$ cat src/rtl/shift_pipe_arbiter.sv
// Round-robin arbiter that feeds one shared DEPTH-stage shift pipeline and tags each word with its requester ID.
// Latency: a word granted at edge t reaches the tail after edge t+DEPTH-1; each stall cycle adds one cycle.
// Backpressure: the whole pipe stalls when the tail is valid and out_ready is low, and no grant is issued then.
module shift_pipe_arbiter #(
    parameter int DW    = 8,
    parameter int DEPTH = 3,
    parameter int NREQ  = 4,
    parameter int IDW   = 2
) (
    input  logic                 clk,
    input  logic                 rst_n,
    input  logic [NREQ-1:0]      req,
    input  logic [NREQ*DW-1:0]   req_data,
    output logic [NREQ-1:0]      gnt,
    input  logic                 flush,
    output logic                 out_valid,
    output logic [DW-1:0]        out_data,
    output logic [IDW-1:0]       out_id,
    input  logic                 out_ready,
    output logic                 busy,
    output logic [4:0]           occ
);

    logic [DEPTH:1]  vld;
    logic [DW-1:0]   dat [1:DEPTH];
    logic [IDW-1:0]  id  [1:DEPTH];
    logic [IDW-1:0]  rr_ptr;
    logic [4:0]      occ_q;

    logic            adv;
    logic            found;
    logic            grant;
    logic            consume;
    logic [IDW-1:0]  win;
    logic [IDW-1:0]  ptr_nxt;
    logic [DW-1:0]   win_dat;

    // The pipe moves whenever the tail is empty or being taken.
    assign adv     = !vld[DEPTH] || out_ready;
    assign grant   = found && adv && !flush && rst_n;
    assign consume = vld[DEPTH] && out_ready;
    assign ptr_nxt = (win == IDW'(NREQ - 1)) ? '0 : win + 1'b1;

    // Scan requesters starting at rr_ptr, wrapping at NREQ; first hit wins.
    always_comb begin
        found = 1'b0;
        win   = '0;
        for (int i = 0; i < NREQ; i++) begin
            int j;
            j = int'(rr_ptr) + i;
            if (j >= NREQ) j = j - NREQ;
            if (!found && req[j]) begin
                found = 1'b1;
                win   = IDW'(j);
            end
        end
    end

    // Mux the winner's data word out of the flat request bus.
    always_comb begin
        win_dat = '0;
        for (int i = 0; i < NREQ; i++) begin
            if (IDW'(i) == win) win_dat = req_data[i*DW +: DW];
        end
    end

    // One-hot grant, only when the word can actually enter stage 1.
    always_comb begin
        gnt = '0;
        if (grant) gnt = NREQ'(1) << win;
    end

    // Shift pipeline, round-robin pointer and occupancy counter.
    always_ff @(posedge clk or negedge rst_n) begin
        if (!rst_n) begin
            vld    <= '0;
            rr_ptr <= '0;
            occ_q  <= '0;
            for (int k = 1; k <= DEPTH; k++) begin
                dat[k] <= '0;
                id[k]  <= '0;
            end
        end else if (flush) begin
            // Only valid bits are dropped; payload and rotation survive.
            vld   <= '0;
            occ_q <= '0;
        end else if (adv) begin
            vld[1] <= grant;
            dat[1] <= grant ? win_dat : '0;
            id[1]  <= grant ? win : '0;
            for (int k = 2; k <= DEPTH; k++) begin
                vld[k] <= vld[k-1];
                dat[k] <= dat[k-1];
                id[k]  <= id[k-1];
            end
            if (grant) rr_ptr <= ptr_nxt;
            if (grant && !consume)      occ_q <= occ_q + 5'd1;
            else if (!grant && consume) occ_q <= occ_q - 5'd1;
        end
    end

    assign out_valid = vld[DEPTH];
    assign out_data  = dat[DEPTH];
    assign out_id    = id[DEPTH];
    assign busy      = |vld;
    assign occ       = occ_q;

endmodule
$ cat config.mk
export PLATFORM = sky130hd
export DESIGN_NAME = shift_pipe_arbiter
export DESIGN_NICKNAME = d
export VERILOG_FILES = /design/src/rtl/shift_pipe_arbiter.sv
export SDC_FILE = /design/constraint.sdc
export NUM_CORES = 1
export LEC_CHECK = 0
export CAP_MARGIN = 20
export CORE_AREA = 2 2 73 75
export CTS_BUF_LIST = sky130_fd_sc_hd__clkbuf_2 sky130_fd_sc_hd__clkbuf_4 sky130_fd_sc_hd__clkbuf_8
export CTS_CLUSTER_SIZE = 12
export DETAILED_ROUTE_END_ITERATION = 6
export DIE_AREA = 0 0 75 77
export PLACE_DENSITY = 0.75
export SYNTH_ARGS = -nofsm -noshare
export SYNTH_HDL_FRONTEND = slang
export SYNTH_SLANG_ARGS = --single-unit
$ cat constraint.sdc
create_clock -name clk -period 3.7 [get_ports clk]
set_clock_uncertainty 0.2 [all_clocks]
set_input_delay 1.11 -clock clk [delete_from_list [all_inputs] [get_ports clk]]
set_output_delay 1.11 -clock clk [all_outputs]
set_load 0.01 [all_outputs]
# Word-level counts from Yosys, hierarchy flattened
# Index checks and enable logic that the tools add are counted.
totals:
  mem_count: 0
  out_inout_bits: 21
  reg_bits: 40
  input_bits: 40
  ram_bits: 0
  rom_bits: 0
  latchBits: 0
op_classes:
  n_reduce_logical: 24
  n_bitwise: 1
  magnitude_cmp: 8
  mux: 38
  n_addsub: 10
  shift: 1
  eq_ne: 4
  mul: 0
  div: 0
ops:
  columns: ["operator", "count"]
  rows:
  - ["< comparator 32 x 4 -> 1 bit, second input constant", 4]
  - ["two-way mux 32 bit", 4]
  - ["two-way mux 8 bit", 5]
  - ["two-way mux 5 bit", 4]
  - ["two-way mux 1 bit", 12]
  - ["two-way mux 2 bit", 6]
  - ["subtractor 3 x 3 -> 4 bit, second input constant", 3]
  - [">= comparator 3 bit, second input constant", 3]
  - ["logical AND 1 bit", 9]
  - ["binary-select mux 1 bit (select 2 bit)", 4]
  - ["logical NOT 1 bit", 7]
  - ["adder 2 x 2 -> 3 bit, second input constant", 2]
  - ["two-way mux 3 bit", 2]
  - ["adder 5 x 1 -> 5 bit, second input constant", 1]
  - ["subtractor 5 x 1 -> 5 bit, second input constant", 1]
  - ["== test 2 bit, first input constant", 2]
  - ["two-way mux 4 bit", 1]
  - ["AND reduction 2 bit", 2]
  - ["left shift 1 x 2 -> 4 bit, first input constant", 1]
  - ["subtractor 2 x 3 -> 4 bit, second input constant", 1]
  - ["adder 2 x 1 -> 3 bit, second input constant", 1]
  - [">= comparator 2 x 3 -> 1 bit, second input constant", 1]
  - ["AND reduction 3 bit", 1]
  - ["nonzero test 3 bit", 1]
  - ["8 further kinds", 8]

# Longest topological paths before layout
logic_depth:
  depth_word: 24
  depth_mapped: 11
  mapped_depth_nobuf: 9

# Worst setup path after synthesis
# OpenSTA, ideal clock, no wires.
synth_timing:
  kind: "input to output"
  from: "input port req[2]"
  to: "output port gnt[3]"
  t_required_ns: 2.390
  cell_stages: 7
  n_path_buf: 2
  path_slack_ns: -0.181
  arrival_time_ns: 2.571
  path_cell_list: "nand2b_1 -> a21oi_1 -> a211oi_1 -> ha_1 -> clkbuf_1 -> buf_1 -> and2_1"
synth_via:
  elab_chain_len: 17
  elab_cells_between_ends: 31
  cone_classes: "shift: 1; mux: 21; reduce/logical: 9"
synth_rtl:
  columns: ["item", "line_no", "rtl"]
  rows:
  - ["from (decl)", "12", "input logic [NREQ-1:0] req,"]
  - ["binary-select mux 1 bit (select 2 bit)", "52", "if (!found && req[j]) begin"]
  - ["two-way mux 1 bit (not written as such) (2 in a row)", "52", null]
  - ["two-way mux 1 bit", "52", null]
  - ["logical NOT 1 bit", "52", null]
  - ["logical AND 1 bit", "52", null]
  - ["two-way mux 1 bit", "52", null]
  - ["logical NOT 1 bit", "52", null]
  - ["logical AND 1 bit", "52", null]
  - ["two-way mux 1 bit", "52", null]
  - ["logical NOT 1 bit", "52", null]
  - ["logical AND 1 bit", "52", null]
  - ["two-way mux 1 bit", "52", null]
  - ["logical AND 1 bit (3 in a row)", "40", "assign grant = found && adv && !flush && rst_n;"]
  - ["two-way mux 4 bit (*)", "70", "if (grant) gnt = NREQ'(1) << win;"]
  - ["to (decl)", "14", "output logic [NREQ-1:0] gnt,"]
# Mark *: on every way between the ends. The rest lies on a longest branch, timed or not. The select of a mux whose other input is x is not followed.

# Worst setup path after layout
layout_timing:
  from: "input port out_ready"
  to: "output port gnt[0]"
layout_via:
  elab_chain_len: 5
layout_rtl:
  columns: ["item", "line_no", "rtl"]
  rows:
  - ["from (decl)", "19", "input logic out_ready,"]
  - ["logical OR 1 bit", "39", "assign adv = !vld[DEPTH] || out_ready;"]
  - ["logical AND 1 bit (3 in a row)", "40", null]
  - ["two-way mux 4 bit", "70", null]
# Every way passes these cells.

==> impl_metrics.csv <==
group,metric,value,unit
power,powerDensity,505,nW/um2
hold_path,min_path_type,"reg2reg",
floorplanning,dieWidth,75,um
logic_synthesis,synth_flop_cell,"dfrtp_1",
clock_network,clock_latency,0.28,ns
logic_synthesis,synthTopCellsByArea,"dfrtp_1 (46%), nand2_1 (13%), ha_1 (4.6%), a22o_1 (3.6%), buf_4 (3.5%)",
logic_synthesis,synthArstFlopShare,100,%
routing,wl,4860,um
routing,met2_length,2190,um
floorplanning,start_util,43.6,%
finish,diodes,0,
routing,routed.top_layer,"met4",
global_routing,grt_overflow,0,
logic_synthesis,synth_fp_nets,287,
logic_synthesis,yosysTopAreaCell,"dfrtp_1",
setup_path,ff2ff_setup_slack,0.81,ns
global_routing,grt_max_degree,43,
power,peakVddDrop,312,uV
global_routing,grt_pass1_wl,8120,um
hold_path,min_from,"dat[15]",
routing,drt_iter0_drc,128,
logic_synthesis,syn-instance-count,238,
placement,gp_congestion,0.769,
sta,hold_violations,0,
floorplanning,std_cell_rows,26,
logic_synthesis,yosys_warnings,0,
global_routing,grt.total_usage,17.9,%
finish,layout-drive-gt1-share,18.7,%
sta,max_freq,0.276,GHz
floorplanning,dieArea,5780,um2
floorplanning,num_io_pins,61,
setup_path,worstSetupPathType,"in2out",
routing,avgViaCountPerCell,4.96,
floorplanning,core-area,4980,um2
finish,fin_util,61.3,%
routing,ant_nets,0,
global_routing,grt_pass1_vias,1777,
logic_synthesis,yosysSeqAreaShare,46.1,%
clock_network,h-tree-depth,2,
logic_synthesis,synth_top_area_share,46.1,%
finish,area_delta_synth_final,40.6,%
sta,drv_slew,0,
clock_network,cts_tree,"built",
sta,slew-limit-headroom,63.9,%
clock_network,clk_path_buf_depth,2,
status,status,"finished, final reports clean",
setup_path,r2r-end,"dat[22]",
logic_synthesis,synth_edf_count,0,
sta,rsz0062_at_grt,"true",
sta,post-route-period-util,98.0,%
routing,drc,0,
finish,final_cells,375,
setup_path,crit_path_max_fanout,7,
hold_path,min_to,"out_data[7]",
placement,dp_hpwl,3400,um
sta,tightest_slew,0.541,ns
hold_path,whs_path_depth,2,
logic_synthesis,synth.avg_cell_area,9.12,um2
routing,routed-wl-met3,347,um
power,total_power,1.54,mW
clock_network,clock_sinks,40,
routing,vias,1860,
routing,drtPass1Iterations,4,
sta,setup_viol,0,
logic_synthesis,synthesis.area,2170,um2
setup_path,worstReg2RegStart,"rr_ptr[1]",
setup_path,worst_r2r_path_depth,12,
global_routing,antenna_found_initial,0,
clock_network,clkTransAtPathRegs,0.07,ns
logic_synthesis,synth.distinct_cells,35,
setup_path,crit_required,2.39,ns
setup_path,endpoint_kind,"primary output",
finish,mostFrequentLayoutCells,"nand2_1 (74), clkdlybuf4s50_1 (51), dfrtp_1 (40), buf_4 (22)",
power,power_leakage,1.43,nW
routing,m1WireLength,2260,um
finish,mostFrequentLayoutCell,"nand2_1",
floorplanning,die_h,77,um
placement,dp_cells,361,
sta,fin_crit,3.63,ns
setup_path,critical_path_arrival,2.32,ns
finish,fin_nets,353,
clock_network,cts_hold_buf,0,
sta,worst_hold_slack,0.270,ns
clock_network,root_buffer,"clkbuf_8",
clock_network,numCtsBuffers,5,
routing,wl_per_cell,13.0,um
placement,io_buffers,60,
setup_path,start_kind,"primary input",
job,cap_violations,0,
logic_synthesis,synth-seq-cells,40,
-- layer usage --
metal  up-vias  GRT usage (%)
li1        939              -
met1       853           25.4
met2        63           26.8
met3         5           4.60
met4         0           5.36
met5         -              0
-- worst max-delay path by stage --
stage | cells past startpoint | slack, ns | to | start
after global placement | 8 | -0.79 | gnt[1] | req[3]
final | 5 | 0.07 | gnt[0] | out_ready
after detailed placement | 6 | -0.86 | gnt[1] | req[3]
after floorplan | 7 | 0.06 | gnt[3] | req[2]
after global routing | 5 | -0.003 | gnt[0] | out_ready
after CTS | 8 | 0.02 | gnt[0] | req[0]
-- cell usage after synthesis (2+ instances only) --
master / number
nand2_1: 74
dfrtp_1: 40
buf_4: 10
nor2_1: 10
nor2b_1: 10
a22o_1: 9
a221oi_1: 8
ha_1: 8
o31ai_1: 8
and2_1: 7
clkbuf_1: 7
a21oi_1: 5
buf_2: 5
inv_1: 4
a211oi_1: 3
mux2i_1: 3
nand3_1: 3
nand4_1: 3
a31o_2: 2
nand2b_1: 2
o41ai_2: 2
or3_1: 2
-- through the flow --
| stage | TNS [ns] | setup WS (ns) | area [um2] |
|---|---|---|---|
| detailed placement | -3.57 | -0.855 | 2850 |
| finish | 0 | 0.0740 | 3050 |
| floorplan | 0 | 0.0602 | 2180 |
| global placement | -3.09 | -0.786 | 2850 |
| CTS | 0 | 0.0250 | 3040 |
| global route | -0.00349 | -0.00349 | 3050 |
-- report_power, final --
group	switching [mW]	total [mW]	internal [mW]	leakage, nW
clock	0.149	0.348	0.199	0.0541
sequential	0.0695	0.604	0.534	0.530
combinational	0.268	0.588	0.321	0.843
-- flip-flops by register name, summed over array words and instances (netlist names) --
signal	count
dat	16
id	4
occ	5
out_data	8
out_id	2
rr_ptr	2
vld	3
-- critical path: stages --
cell and delay [ns]:
clkdlybuf4s50_1 0.48, nor2b_1 0.08, nor3_4 0.34, and2_1 0.18
buf_2 0.12
-- timing repair --
| action | in CTS | in global routing |
|---|---|---|
| pin swaps | 6 | 5 |
| buffers inserted | 6 | 0 |
| resized for setup | 40 | 6 |
| setup endpoints to repair | 4 | 4 |
| hold endpoints to repair | 0 | 0 |
-- cell families after synthesis --
group           share of synthesized area (%)
xor+xnor                                0.404
fa+ha+maj                                5.54
mux                                      1.90
buf+inv                                  6.69
simple gates                             24.2
flops                                    46.1
compound gates                           15.1
-- layout make-up --
cell class              instances  area (um2)
flip-flops and latches         40        1000
fillers                       413        1930
inverters                       4        15.0
repair buffers                 82         732
multi-input cells             171        1100
clock buffers                   5        68.8
clock inverters                 3        42.5
well taps                      70        87.6
Note: power is estimated with default switching activity, not from simulation.
==> RTL change 1, RTL diff (same flow settings) <==
Change the parameter `DW` from 8 to 6.
--- a/src/rtl/shift_pipe_arbiter.sv
+++ b/src/rtl/shift_pipe_arbiter.sv
@@ -2,7 +2,7 @@
 // Latency: a word granted at edge t reaches the tail after edge t+DEPTH-1; each stall cycle adds one cycle.
 // Backpressure: the whole pipe stalls when the tail is valid and out_ready is low, and no grant is issued then.
 module shift_pipe_arbiter #(
-    parameter int DW    = 8,
+    parameter int DW    = 6,
     parameter int DEPTH = 3,
     parameter int NREQ  = 4,
     parameter int IDW   = 2
Ports: changed (resized out_data and req_data); port bits go from 61 to 51. No check against the original RTL was run, so the function may have changed too.
==> RTL change 1 against the original RTL <==
Total power decreased by 4.5%; area after synthesis decreased by 10%; wire length decreased by 11%; synthesized cell count decreased by 11%; non-clock buffer count decreased by 5; critical path depth increased by 3; count of clock-buffer cells in the layout unchanged; sequential power decreased by 14%; cell area decreased by 7.9%; worst setup slack got worse by 0.057 ns; hold slack about the same; sequential cell count decreased by 6; critical path type unchanged; largest power group is now combinational logic.
==> RTL change 1: results <==
critical_path:
  cp.arrival_ns: 2.37
  critPathMaxFanout: 4
  max_stage_delay_ns: 0.29
  cp_slowest_cell: "nor4_4"
grt:
  first_global_vias: 1697
  grt_usage_pct: 16.4
  grt.met3_usage_pct: 4.20
  grt_pass1_wl_um: 7480
  grt_max_degree: 35
  gr-usage-met1_pct: 21.7
  globalRouteMet2Util_pct: 24.9
synthesis:
  synth_cell_types: 43
  synth_area_leaders: "dfrtp_1 (44%), nand2_1 (12%), ha_1 (5.1%)"
  synthTopCellsByCount: "nand2_1 (63), dfrtp_1 (34), buf_4 (8), ha_1 (8), nor2_1 (8)"
  synth_nets: 253
  ys_seq_area_share_pct: 43.8
  avgSynthCellArea_um2: 9.17
finish:
  drive_gt1_share_pct: 23.4
  nMultiInputCombCells: 155
  multiInputGateArea_um2: 1040
  layout.nets: 318
  final_cells: 348
  multi_input_area_share_pct: 37.0
  ff_latch_area_um2: 851
  buf_share_pct: 24.2
  largest_reg_flops: 12
  top_register: "dat"
  clk_share_pct: 4.90
  buffers_excl_clock: 77
  fill_cells: 445
pwr:
  ir_worst_vdd_uv: 299
  switching_power_uw: 448
  p_leak_nw: 1.35
routing:
  drt_pass1_iterations: 4
  route.met2.wl_um: 1970
  avgRoutedWirePerCell_um: 12.4
  vias_per_cell: 4.81
  drtIter0Drc: 90
  dr_wl_met3_um: 259
  wl_met1_um: 2000
  top_layer_used: "met4"
run_status:
  outcome: "complete, no violations"
cts:
  cts.sinks: 34
  clk_pin_slew_ns: 0.07
  cts_root_buffer: "clkbuf_8"
  clock_latency_ns: 0.28
  clockBufferDepth: 2
min_path:
  hold_path_class: "reg2reg"
placement:
  dpl_cell_area_um2: 2580
  gp_congestion: 0.809
  port-buffer-count: 50
  dp_cells: 335
  dp_hpwl_um: 3070
  dp_slack_ns: -0.855
floorplan:
  design.die.area_um2: 5780
sta:
  worstMarginPinSlew_ns: 0.910
RTL change 1: final timing paths:
path | startpoint | endpoint | slack [ns] | cells past startpoint
worst max-delay path | req[3] | gnt[0] | 0.02 | 8
worst min-delay path | dat[6]$_DFFE_PN0P_ | out_data[0]$_DFFE_PN0P_ | 0.27 | 2
worst max register to register | rr_ptr[1]$_DFFE_PN0P_ | dat[15]$_DFFE_PN0P_ | 0.97 | 11
worst min register to register | dat[6]$_DFFE_PN0P_ | out_data[0]$_DFFE_PN0P_ | 0.27 | 2
max in group asynchronous | rst_n | dat[15]$_DFFE_PN0P_ | 1.92 | 2
min in group asynchronous | rst_n | occ[3]$_DFFE_PN0P_ | 1.08 | 2
RTL change 1: kinds of logic after synthesis:
| group | Yosys count | share of synthesized area [%] |
|---|---|---|
| muxes | 5 | 2.64 |
| xor gates and xnor gates | 1 | 0.451 |
| adders and majority gates | 9 | 6.18 |
| AOI/OAI and AO/OA | 36 | 14.9 |
| buffers and inverters | 23 | 7.01 |
| and+or+nand+nor | 104 | 25.1 |
| DFF | 34 | 43.8 |
RTL change 1: power groups by stage:
| stage | clock [mW] | sequential [mW] | combinational, mW |
|---|---|---|---|
| after floorplan | 0 | 0.509 | 0.314 |
| after global placement | 0 | 0.520 | 0.470 |
| after detailed placement | 0 | 0.522 | 0.481 |
| after CTS | 0.414 | 0.517 | 0.525 |
| after global routing | 0.431 | 0.529 | 0.605 |
| final | 0.407 | 0.517 | 0.547 |
RTL change 1: what timing repair did:
item / in CTS / in global routing
buffers inserted: 4 / 1
resized for setup: 39 / 10
endpoints found under the setup margin: 5 / 4
pin swaps: 5 / 7
RTL change 1: worst max-delay path: cells and delay by family:
family / cells / cell delay [ns]
adders and majority gates: 1 / 0.13
and+or+nand+nor: 3 / 0.56
buffers and inverters: 4 / 0.56
==> RTL change 2, RTL diff (same flow settings) <==
Without the edit above. Reset style: synchronous (`rst_n`), changed in one clocked block.
--- a/src/rtl/shift_pipe_arbiter.sv
+++ b/src/rtl/shift_pipe_arbiter.sv
@@ -71,7 +71,7 @@
     end
 
     // Shift pipeline, round-robin pointer and occupancy counter.
-    always_ff @(posedge clk or negedge rst_n) begin
+    always_ff @(posedge clk) begin
         if (!rst_n) begin
             vld    <= '0;
             rr_ptr <= '0;
Behaviour: differs if rst_n is asserted again (counterexample within 4 cycles, from zero or initial values and one cycle with rst_n low); with rst_n held inactive, the same outputs for 4 cycles.
==> RTL change 2 against the original RTL <==
Cell count decreased by 4.3%; global-route usage decreased by 2.7 points; sequential cell count unchanged; cell area decreased by 1.7%; wire length decreased by 16%; fmax increased by 1.2%; area after synthesis decreased by 0.52%; sequential share of layout area increased by 3.9 points; first-iteration DRC count decreased by 53%; worst setup slack improved by 0.042 ns; non-clock buffer count increased by 4.
Power is not compared: it rests on default switching activity, and its combinational part moved more than twofold at a synthesized area within 25%.
==> RTL change 2: results <==
pwr:
  ir_worst_vdd_uv: 168
  p_leak_nw: 1.30
placement:
  gp_congestion: 0.786
  dp_hpwl_um: 3000
  dp_slack_ns: -0.709
critical_path:
  rr_endpoint: "occ[4]$_SDFFE_PP0P_"
  critPathMaxFanout: 4
  rr_startpoint: "vld[3]$_SDFFE_PP0N_"
  cp.arrival_ns: 2.27
  r2r_cells: 12
  r2r_slack_ns: 0.94
grt:
  grt_usage_pct: 15.2
  grt.met3_usage_pct: 4.47
  gr-usage-met1_pct: 17.8
  grt_max_degree: 31
  first_global_vias: 1631
  grt_pass1_wl_um: 6920
  globalRouteMet2Util_pct: 26.7
floorplan:
  design.die.area_um2: 5780
synthesis:
  synth_area_leaders: "edfxtp_1 (42%), dfxtp_1 (9.3%), and3_1 (5.8%)"
  synth_edf_count: 30
  synth-warning-count: 0
  synth-main-ff-cell: "edfxtp_1"
  synthTopCellsByCount: "edfxtp_1 (30), a21oi_1 (21), and3_1 (20)"
  synth_cell_types: 36
  ys_seq_area_share_pct: 51.0
  async_flop_share_pct: 0
  synth_nets: 269
min_path:
  min_to: "vld[2]$_SDFFE_PP0N_"
  hold_path_depth: 2
  hold_path_class: "reg2reg"
  min_from: "vld[2]$_SDFFE_PP0N_"
sta:
  worstMarginPinSlew_ns: 0.651
  holdWs_ns: 0.269
cts:
  clock_latency_ns: 0.29
  clockBufferDepth: 2
  clk_pin_slew_ns: 0.07
  numCtsBuffers: 5
  cts_root_buffer: "clkbuf_8"
routing:
  vias_per_cell: 4.74
  routed_wl_um: 4070
  drtIter0Drc: 60
run_status:
  outcome: "complete, no violations"
finish:
  top_register: "dat"
  diodes: 0
  drive_gt1_share_pct: 20.1
  fill_cells: 422
  layout.nets: 338
  largest_reg_flops: 24
[RTL change 2: cell count changes after synthesis, sizes merged, moves of 9 or more]
cell	before	now
nand2	74	18
dfrtp	40	0
edfxtp	0	30
and3	0	20
a21oi	5	21
o21ai	0	12
inv	4	15
dfxtp	0	10
nor2	10	20
a22o	9	0
[RTL change 2: repair_timing]
item | CTS | global route
setup endpoints to repair | 6 | 6
resized for setup | 38 | 11
setup buffers | 3 | 0
pin swaps | 5 | 2
endpoints found under the hold margin | 0 | 0
[RTL change 2: worst max path at each step]
stage / end / start / cells after the start / slack (ns)
final: gnt[3] / req[2] / 9 / 0.12
after global routing: gnt[0] / req[0] / 8 / 0.05
after CTS: gnt[0] / req[0] / 8 / 0.01
after detailed placement: gnt[3] / req[0] / 8 / -0.71
after global placement: gnt[3] / req[0] / 8 / -0.65
after floorplan: gnt[2] / req[0] / 8 / 0.003
[RTL change 2: cell families (layout without fill, tap and decap cells)]
family	Yosys count	in the layout	share of synthesized area [%]
buf+inv	39	108	9.39
mux	2	2	0.985
compound gates	50	50	14.0
flops	40	40	51.0
simple gates	79	79	18.7
xor+xnor	1	1	0.406
fa+ha+maj	9	9	5.57
[RTL change 2: area by class of cell]
cell class / count / area share (%)
clock inverter: 2 / 0.250
tap: 70 / 2.92
inverter: 15 / 1.96
timing repair buffer: 86 / 25.2
multi-input combinational: 141 / 30.6
sequential: 40 / 36.7
clock buffer: 5 / 2.30
[RTL change 2: per-layer routing]
layer  part of all wire [%]  routed length (um)
met5                      0                   0
met2                     51                2060
met3                    4.9                 201
met4                    1.0                  41
met1                     43                1770
[RTL change 2: per-stage QoR]
stage,total power [mW],std cells,cell area [um^2]
5_1_grt,1.13,359,3000
3_5_place_dp,0.806,350,2890
4_1_cts,1.07,359,2980
3_3_place_gp,0.801,350,2890
6_report,1.07,359,3000
2_1_floorplan,0.693,220,2170
[RTL change 2: report_power, final]
| group | internal [mW] | leakage [nW] | switching (mW) |
|---|---|---|---|
| registers | 0.518 | 0.414 | 0.0128 |
| clock network | 0.124 | 0.0391 | 0.136 |
| logic | 0.151 | 0.844 | 0.128 |
[RTL change 2: worst max-delay path, stage by stage]
cell      delay, ns
buf_2          0.13
nor2b_1        0.14
o21ai_2        0.16
o221ai_4       0.13
buf_4          0.16
inv_2          0.05
ha_2           0.17
and2_1         0.12
buf_2          0.12
